$ cat config.mk
export PLATFORM = sky130hd
export DESIGN_NAME = ram_bist
export DESIGN_NICKNAME = d
export VERILOG_FILES = /design/src/rtl/ram_bist.sv
export SDC_FILE = /design/constraint.sdc
export NUM_CORES = 1
export LEC_CHECK = 0
export CORE_UTILIZATION = 50
export CTS_CLUSTER_SIZE = 12
export DETAILED_ROUTE_END_ITERATION = 10
export GPL_TIMING_DRIVEN = 0
export PLACE_DENSITY = 0.82
export RECOVER_POWER = 100
export SLEW_MARGIN = 20
export SYNTH_ARGS = -nofsm -noshare
export SYNTH_HDL_FRONTEND = slang
export SYNTH_SLANG_ARGS = --single-unit
$ cat constraint.sdc
create_clock -name clk -period 2.1 [get_ports clk]
set_clock_uncertainty 0.1 [all_clocks]
set_input_delay 0.63 -clock clk [delete_from_list [all_inputs] [get_ports clk]]
set_output_delay 0.63 -clock clk [all_outputs]
set_load 0.005 [all_outputs]
$ cat src/rtl/ram_bist.sv
// ram_bist: built-in self-test controller for a single-port synchronous RAM.
// Writes an address-salted pattern to every word, reads it back and compares.
// Reports pass/fail, the first failing address/data and a saturating error count.
// Optional feature: define RAM_BIST_INV_PASS_EN to add a second pass using the
// inverted base pattern; errors and first-fail capture accumulate across passes.
module ram_bist #(
    parameter int                ADDR_W  = 7,
    parameter int                DATA_W  = 8,
    parameter logic [DATA_W-1:0] PATTERN = 8'hAA
) (
    input  logic              clk,
    input  logic              rst_n,
    input  logic              start,
    output logic              busy,
    output logic              done,
    output logic              pass,
    output logic [7:0]        err_count,
    output logic [ADDR_W-1:0] fail_addr,
    output logic [DATA_W-1:0] fail_data,
    output logic              mem_we,
    output logic [ADDR_W-1:0] mem_addr,
    output logic [DATA_W-1:0] mem_din,
    input  logic [DATA_W-1:0] mem_dout
);

    localparam logic [2:0] S_IDLE  = 3'd0;
    localparam logic [2:0] S_WRITE = 3'd1;
    localparam logic [2:0] S_READ  = 3'd2;
    localparam logic [2:0] S_DRAIN = 3'd3;
    localparam logic [2:0] S_DONE  = 3'd4;

    logic [2:0]        state;
    logic [ADDR_W-1:0] addr_cnt;
    logic [ADDR_W-1:0] prev_addr;
    logic              cmp_valid;
    logic              first_seen;
    logic              mismatch;
    logic [7:0]        err_next;

`ifdef RAM_BIST_INV_PASS_EN
    logic              inv_pass;
`else
    logic              inv_pass;
    assign inv_pass = 1'b0;
`endif

    // Pattern for address a: base pattern (inverted on the second pass) XOR the zero-extended address.
    function automatic logic [DATA_W-1:0] expected_data(input logic inv, input logic [ADDR_W-1:0] a);
        logic [DATA_W-1:0] base;
        base = inv ? ~PATTERN : PATTERN;
        return base ^ DATA_W'(a);
    endfunction

    // Compare the read data returned this cycle against the address issued last cycle.
    always_comb begin
        mismatch = cmp_valid && (mem_dout != expected_data(inv_pass, prev_addr));
        err_next = err_count;
        if (mismatch && (err_count != 8'hFF)) begin
            err_next = err_count + 8'd1;
        end
    end

    // Main sequencer: RAM port outputs are registered from the next-state decision.
    always_ff @(posedge clk or negedge rst_n) begin
        if (!rst_n) begin
            state      <= S_IDLE;
            addr_cnt   <= '0;
            prev_addr  <= '0;
            cmp_valid  <= 1'b0;
            first_seen <= 1'b0;
            busy       <= 1'b0;
            done       <= 1'b0;
            pass       <= 1'b0;
            err_count  <= '0;
            fail_addr  <= '0;
            fail_data  <= '0;
            mem_we     <= 1'b0;
            mem_addr   <= '0;
            mem_din    <= '0;
`ifdef RAM_BIST_INV_PASS_EN
            inv_pass   <= 1'b0;
`endif
        end else begin
            done      <= 1'b0;
            mem_we    <= 1'b0;
            mem_addr  <= '0;
            mem_din   <= '0;
            cmp_valid <= (state == S_READ);
            prev_addr <= addr_cnt;
            err_count <= err_next;
            if (mismatch && !first_seen) begin
                first_seen <= 1'b1;
                fail_addr  <= prev_addr;
                fail_data  <= mem_dout;
            end

            case (state)
                S_IDLE: begin
                    if (start) begin
                        err_count  <= '0;
                        fail_addr  <= '0;
                        fail_data  <= '0;
                        first_seen <= 1'b0;
                        pass       <= 1'b0;
                        busy       <= 1'b1;
                        addr_cnt   <= '0;
                        mem_we     <= 1'b1;
                        mem_addr   <= '0;
                        mem_din    <= expected_data(1'b0, '0);
`ifdef RAM_BIST_INV_PASS_EN
                        inv_pass   <= 1'b0;
`endif
                        state      <= S_WRITE;
                    end
                end
                S_WRITE: begin
                    if (addr_cnt == {ADDR_W{1'b1}}) begin
                        addr_cnt <= '0;
                        mem_addr <= '0;
                        state    <= S_READ;
                    end else begin
                        addr_cnt <= addr_cnt + 1'b1;
                        mem_we   <= 1'b1;
                        mem_addr <= addr_cnt + 1'b1;
                        mem_din  <= expected_data(inv_pass, addr_cnt + 1'b1);
                    end
                end
                S_READ: begin
                    if (addr_cnt == {ADDR_W{1'b1}}) begin
                        addr_cnt <= '0;
                        state    <= S_DRAIN;
                    end else begin
                        addr_cnt <= addr_cnt + 1'b1;
                        mem_addr <= addr_cnt + 1'b1;
                    end
                end
                S_DRAIN: begin
`ifdef RAM_BIST_INV_PASS_EN
                    if (!inv_pass) begin
                        inv_pass <= 1'b1;
                        addr_cnt <= '0;
                        mem_we   <= 1'b1;
                        mem_addr <= '0;
                        mem_din  <= expected_data(1'b1, '0);
                        state    <= S_WRITE;
                    end else begin
                        done  <= 1'b1;
                        pass  <= (err_next == 8'd0);
                        state <= S_DONE;
                    end
`else
                    done  <= 1'b1;
                    pass  <= (err_next == 8'd0);
                    state <= S_DONE;
`endif
                end
                S_DONE: begin
                    busy  <= 1'b0;
                    state <= S_IDLE;
                end
                default: begin
                    busy  <= 1'b0;
                    state <= S_IDLE;
                end
            endcase
        end
    end

endmodule

; After elaboration in Yosys (flattened, before gate mapping)
; Cells that the tools add are included.
[totals]
rom_bits = 0
output_inout_bits = 42
latch_bits = 0
elab_cells = 73
mem_count = 0
input_bits = 11
mem_bits_rw = 0
reg_bits = 61
[op_classes]
n_reduce_logical = 14
eq_ne = 9
n_addsub = 2
div_mod_pow = 0
bitwise_logic = 3
n_mul = 0
magnitude_cmp = 0
shifts = 0
muxes = 31
[ops]
columns = operator, count
row1 = $mux 8, 8
row2 = $mux 7, 6
row3 = $pmux 8 s2, 1
row4 = $pmux 7 s2, 1
row5 = $pmux 3 s4, 1
row6 = $mux 3, 3
row7 = $add 8x1->8 const B, 1
row8 = $logic_not 8->1, 1
row9 = $mux 1, 8
row10 = $ne 8x8->1, 1
row11 = $ne 8x8->1 const B, 1
row12 = $not 3->4, 2
row13 = $add 7x1->7 const B, 1
row14 = $eq 7x7->1 const B, 1
row15 = $eq 3x2->1 const B, 2
row16 = $pmux 1 s2, 3
row17 = $reduce_and 2->1, 3
row18 = $ne 2x2->1 const B, 2
row19 = $reduce_bool 2->1, 2
row20 = $eq 3x1->1 const B, 1
row21 = $logic_and 1x1->1, 3
row22 = $logic_not 3->1, 1
row23 = $reduce_and 3->1, 1
row24 = $reduce_or 3->1, 1
row25 = other kinds (4), 4

; Longest topological paths before layout
[depth]
ltp_word = 7
ltp_mapped = 8
ltp_nobuf = 7

; Least setup slack after synthesis
; No wires, ideal clock.
[synth_path]
path_type = input -> register
from = input mem_dout[2]
to = register fail_addr[0]
slack_ps = 52
setup_ps = 132
path_stages = 8
required_time_ps = 1868
n_path_buf = 2
arrival_time_ps = 1816
cell_sequence = xnor2_1 nand4_2 o21ai_4 nand2b_1 buf_6 buf_12 mux2i_1 nor2_1
[synth_via]
elab_chain_len = 6
[synth_lines]
columns = item, line_no
row1 = from (decl), 23  ; input logic [DATA_W-1:0] mem_dout
row2 = $ne 8x8->1 (*), 56  ; mismatch = cmp_valid && (mem_dout != expected_data(inv_pass, prev_addr));
row3 = $logic_and 1x1->1 (*), 56
row4 = $logic_and 1x1->1 (*), 91  ; if (mismatch && !first_seen) begin
row5 = $mux 7 (*), 91
row6 = $mux 7, 99  ; if (start) begin
row7 = $mux 7 (*), 97  ; case (state)
row8 = to (signal assigned), 93  ; fail_addr <= prev_addr;
row9 = to (decl), 18  ; output logic [ADDR_W-1:0] fail_addr,
; Every way passes the cells marked *; elsewhere a longest branch is shown, timed or not.
; A chain may end at the register's enable or synchronous reset.

; Worst setup path after layout
[layout_path]
from = input mem_dout[1]
to = register pass
[layout_via]
elab_chain_len = 6
[layout_lines]
columns = item, line_no
row1 = $ne 8x8->1, 56
row2 = $logic_and 1x1->1, 56
row3 = $logic_and 1x1->1, 58  ; if (mismatch && (err_count != 8'hFF)) begin
row4 = $mux 8, 58
row5 = $logic_not 8->1, 153  ; pass <= (err_next == 8'd0);
row6 = $pmux 1 s2, 97
row7 = to (signal assigned), 153
row8 = to (decl), 16  ; output logic pass,
; Every way passes these cells.

==> results.tsv <==
stage	metric	value	unit
route	via_count	1899	
floorplanning	coreArea	4817	µm²
synth	ys_types	36	
cts	holdBufCountCts	0	
flow_run	cap_violations	0	
setup_path	crit_required	2.23	ns
finish	area_growth_syn_to_layout	34.87	%
finish	fin_util	71.43	%
sta	grt_setup_unrepaired	true	
route	routed_wl	5352	µm
floorplanning	dieArea	5392	µm²
finish	seq_area	1504	µm²
cts	clock_path_buffers	2	
power_and_ir_drop	p_sw	992.4	µW
power_and_ir_drop	clockPowerShare	29.4	%
setup_path	crit_type	input port to flip-flop	
worst_hold_path	hp-class	flip-flop to flip-flop	
route	ant_nets	0	
cts	cts_root_buf	clkbuf_8	
floorplanning	num_io_pins	53	
route	viasPerCell	5.146	
grt	grt_start_max_net_pins	61	
cts	htreeDepth	3	
synth	synth_edf_count	0	
sta	layout_setup_ws	-0.06918	ns
place	place_hpwl	3351	µm
synth	yosysSeqAreaShare	58.85	%
floorplanning	fp.dieW	73.43	µm
route	firstDrtPassIters	4	
finish	finalNetCount	310	
sta	maxSlewHeadroom	5.868	%
synth	synth-main-ff-cell	dfrtp_1	
synth	yosysTopAreaCell	dfrtp_1	
sta	tightestPinTransition	1.412	ns
place	globalplace.congestion	0.7931	
cts	cts_tree	done	
sta	period_needed	2.169	ns
synth	synth_most_common_cell	dfrtp_1	
power_and_ir_drop	cellPowerDensity	1009	nW/µm²
setup_path	worst-path-max-fanout	2	
power_and_ir_drop	pwr-share-seq	47.1	%
route	wl_per_cell	14.50	µm
outcome	status	finished with violations	
cts	cts.sink_count	60	
cts	cts_inserted_buffers	9	
synth	synthArstFlopShare	100.0	%
power_and_ir_drop	leakage	1.693	nW
place	io_buffers	52	
sta	fin_tns_setup	-0.06918	ns
setup_path	worst_setup_path_end_kind	flip-flop	
floorplanning	die_h	73.43	µm
synth	syn-num-nets	243	
sta	drv_slew	0	
setup_path	start_kind	input port	
cts	insertion_delay	0.33	ns
power_and_ir_drop	ir_drop	0.0007969	V
sta	finalHoldViolCount	0	
cts	path_clk_slew	0.06	ns
synth	synth_seq_cells	60	
sta	fmax	0.4610	GHz
power_and_ir_drop	switching_share	28.57	%
finish	stdcell_count	369	
route	route.detailed.drc	0	
grt	first_global_vias	1808	
finish	drive_gt1_share	13.91	%
synth	ys_top_cells_by_area	dfrtp_1 (59%), mux2i_1 (7.5%), nor2_1 (7.1%)	
synth	synth_area	2551	µm²
grt	grt_pass1_wl	8763	µm
synth	yosys_warnings	0	
power_and_ir_drop	p_int	2.481	mW
outcome	violations	setup timing	
place	dp_cells	349	
grt	grt.total_usage	22.14	%
grt	antenna_found_initial	0	
synth	synthTopCellsByCount	dfrtp_1 (60), nor2_1 (48), mux2i_1 (19)	
grt	grt_overflow_total	0	
power_and_ir_drop	power_frac_comb	23.6	%
floorplanning	start_util	52.96	%
finish	fill_cells	355	
setup_path	arrival	2.30	ns
sta	setup_viol	1	
finish	multiInputGateArea	1013	µm²
synth	synthCells	230	
route	drtIter0Drc	140	
synth	yosys.area.top_type_share	58.85	%
floorplanning	num_rows	25	
finish	diodes	0	
synth	syn_avg_cell_area	11.09	µm²
sta	period_share	103.3	%
## cells by family (layout without fill, tap and decap cells)
| kind of cell | Yosys count | after routing | synth area share [%] |
|---|---|---|---|
| adder cells (fa/ha/maj) | 2 | 2 | 0.9807 |
| XOR/XNOR | 17 | 17 | 5.836 |
| flip-flops | 60 | 60 | 58.85 |
| multiplexers | 19 | 19 | 7.455 |
| AND/OR/NAND/NOR | 91 | 91 | 16.87 |
| AO/OA/AOI/OAI | 27 | 27 | 6.768 |
| buffers and inverters | 14 | 86 | 3.237 |
## critical path, cell delays in order
cell,delay (ns)
dlygate4sd2_1,0.26
xor2_1,0.18
nand4_2,0.17
buf_4,0.18
o21ai_2,0.15
mux2i_2,0.28
o211ai_1,0.15
o31ai_1,0.28
## cells in the final DEF, fill, tap and decap left out, types with 2 or more instances in the layout
cell | Yosys | final
xnor2_1 | 13 | 12
clkbuf_2 | 2 | 5
and3_1 | 3 | 3
a21oi_1 | 5 | 5
clkbuf_8 | 0 | 10
dfrtp_1 | 60 | 58
xor2_1 | 4 | 4
a21o_1 | 6 | 6
mux2i_1 | 19 | 16
dlygate4sd2_1 | 0 | 7
inv_1 | 5 | 5
nand3_1 | 7 | 7
buf_4 | 1 | 5
dfrtp_2 | 0 | 2
nor2b_1 | 2 | 2
nand4_2 | 2 | 2
clkinv_2 | 0 | 2
nor2_1 | 48 | 48
clkbuf_1 | 4 | 3
nand2_1 | 11 | 11
mux2i_2 | 0 | 3
clkdlybuf4s50_1 | 0 | 42
ha_1 | 2 | 2
nor4_1 | 3 | 2
o21ai_2 | 0 | 2
nand2b_1 | 4 | 3
nor3_1 | 3 | 3
o21ai_0 | 11 | 9
## through the flow
step	cell area [µm²]	setup WS, ns	hold slack, ns	power, mW
after floorplan	2551	0.05188	0.2344	2.011
after global placement	3156	-1.499	0.3180	2.427
after detailed placement	3153	-0.6711	0.3399	2.444
after CTS	3411	0.007268	0.2804	3.473
after global routing	3441	-0.1221	0.3672	3.660
final	3441	-0.06918	0.3605	3.473
## cell type report
cell class | instances | area share, %
sequential | 60 | 43.71
multi-input combinational | 156 | 29.45
timing repair buffer | 58 | 16.73
clock buffer | 12 | 4.218
tap | 67 | 2.436
buffer | 7 | 1.491
clock inverter | 4 | 1.418
inverter | 5 | 0.5455
## power groups by stage
stage / registers, mW / clock network, mW / logic (mW)
floorplan: 1.62 / 0 / 0.394
global placement: 1.64 / 0 / 0.787
detailed placement: 1.64 / 0 / 0.799
CTS: 1.63 / 1.03 / 0.816
global route: 1.67 / 1.08 / 0.910
finish: 1.64 / 1.02 / 0.818
## routing by layer
metal	track usage, %	up-vias	part of all wire, %	wire length [µm]
met3	4.801	9	4.9	264
met1	30.68	924	46	2451
met5	0	-	0	0
met4	10.90	0	1.8	99
met2	33.23	57	47	2537
li1	-	909	-	-
## state kept, by name, summed over array words and instances (netlist names), 3 cells and up
| register | count |
|---|---|
| addr_cnt | 7 |
| err_count | 8 |
| fail_addr | 7 |
| fail_data | 8 |
| mem_addr | 7 |
| mem_din | 8 |
| prev_addr | 7 |
| state | 3 |
## timing repair
action | CTS | global route
buffers inserted | 4 | 1
endpoints found under the setup margin | 16 | 38
gates resized for setup | 12 | 18
gates cloned | 1 | 0
pin swaps | 6 | 5
## final timing paths
| kind | depth (start not counted) | start | end | slack [ns] |
|---|---|---|---|---|
| hold reg to reg | 0 | addr_cnt[6] | prev_addr[6] | 0.36 |
| setup reg to reg | 7 | addr_cnt[0] | addr_cnt[2] | 0.08 |
| min in group asynchronous | 1 | rst_n | err_count[3] | 0.52 |
| max in group asynchronous | 1 | rst_n | err_count[4] | 0.45 |
| setup / recovery | 8 | mem_dout[1] | pass | -0.07 |
| hold / removal | 0 | addr_cnt[6] | prev_addr[6] | 0.36 |
Note: power is estimated with default switching activity, not from simulation.
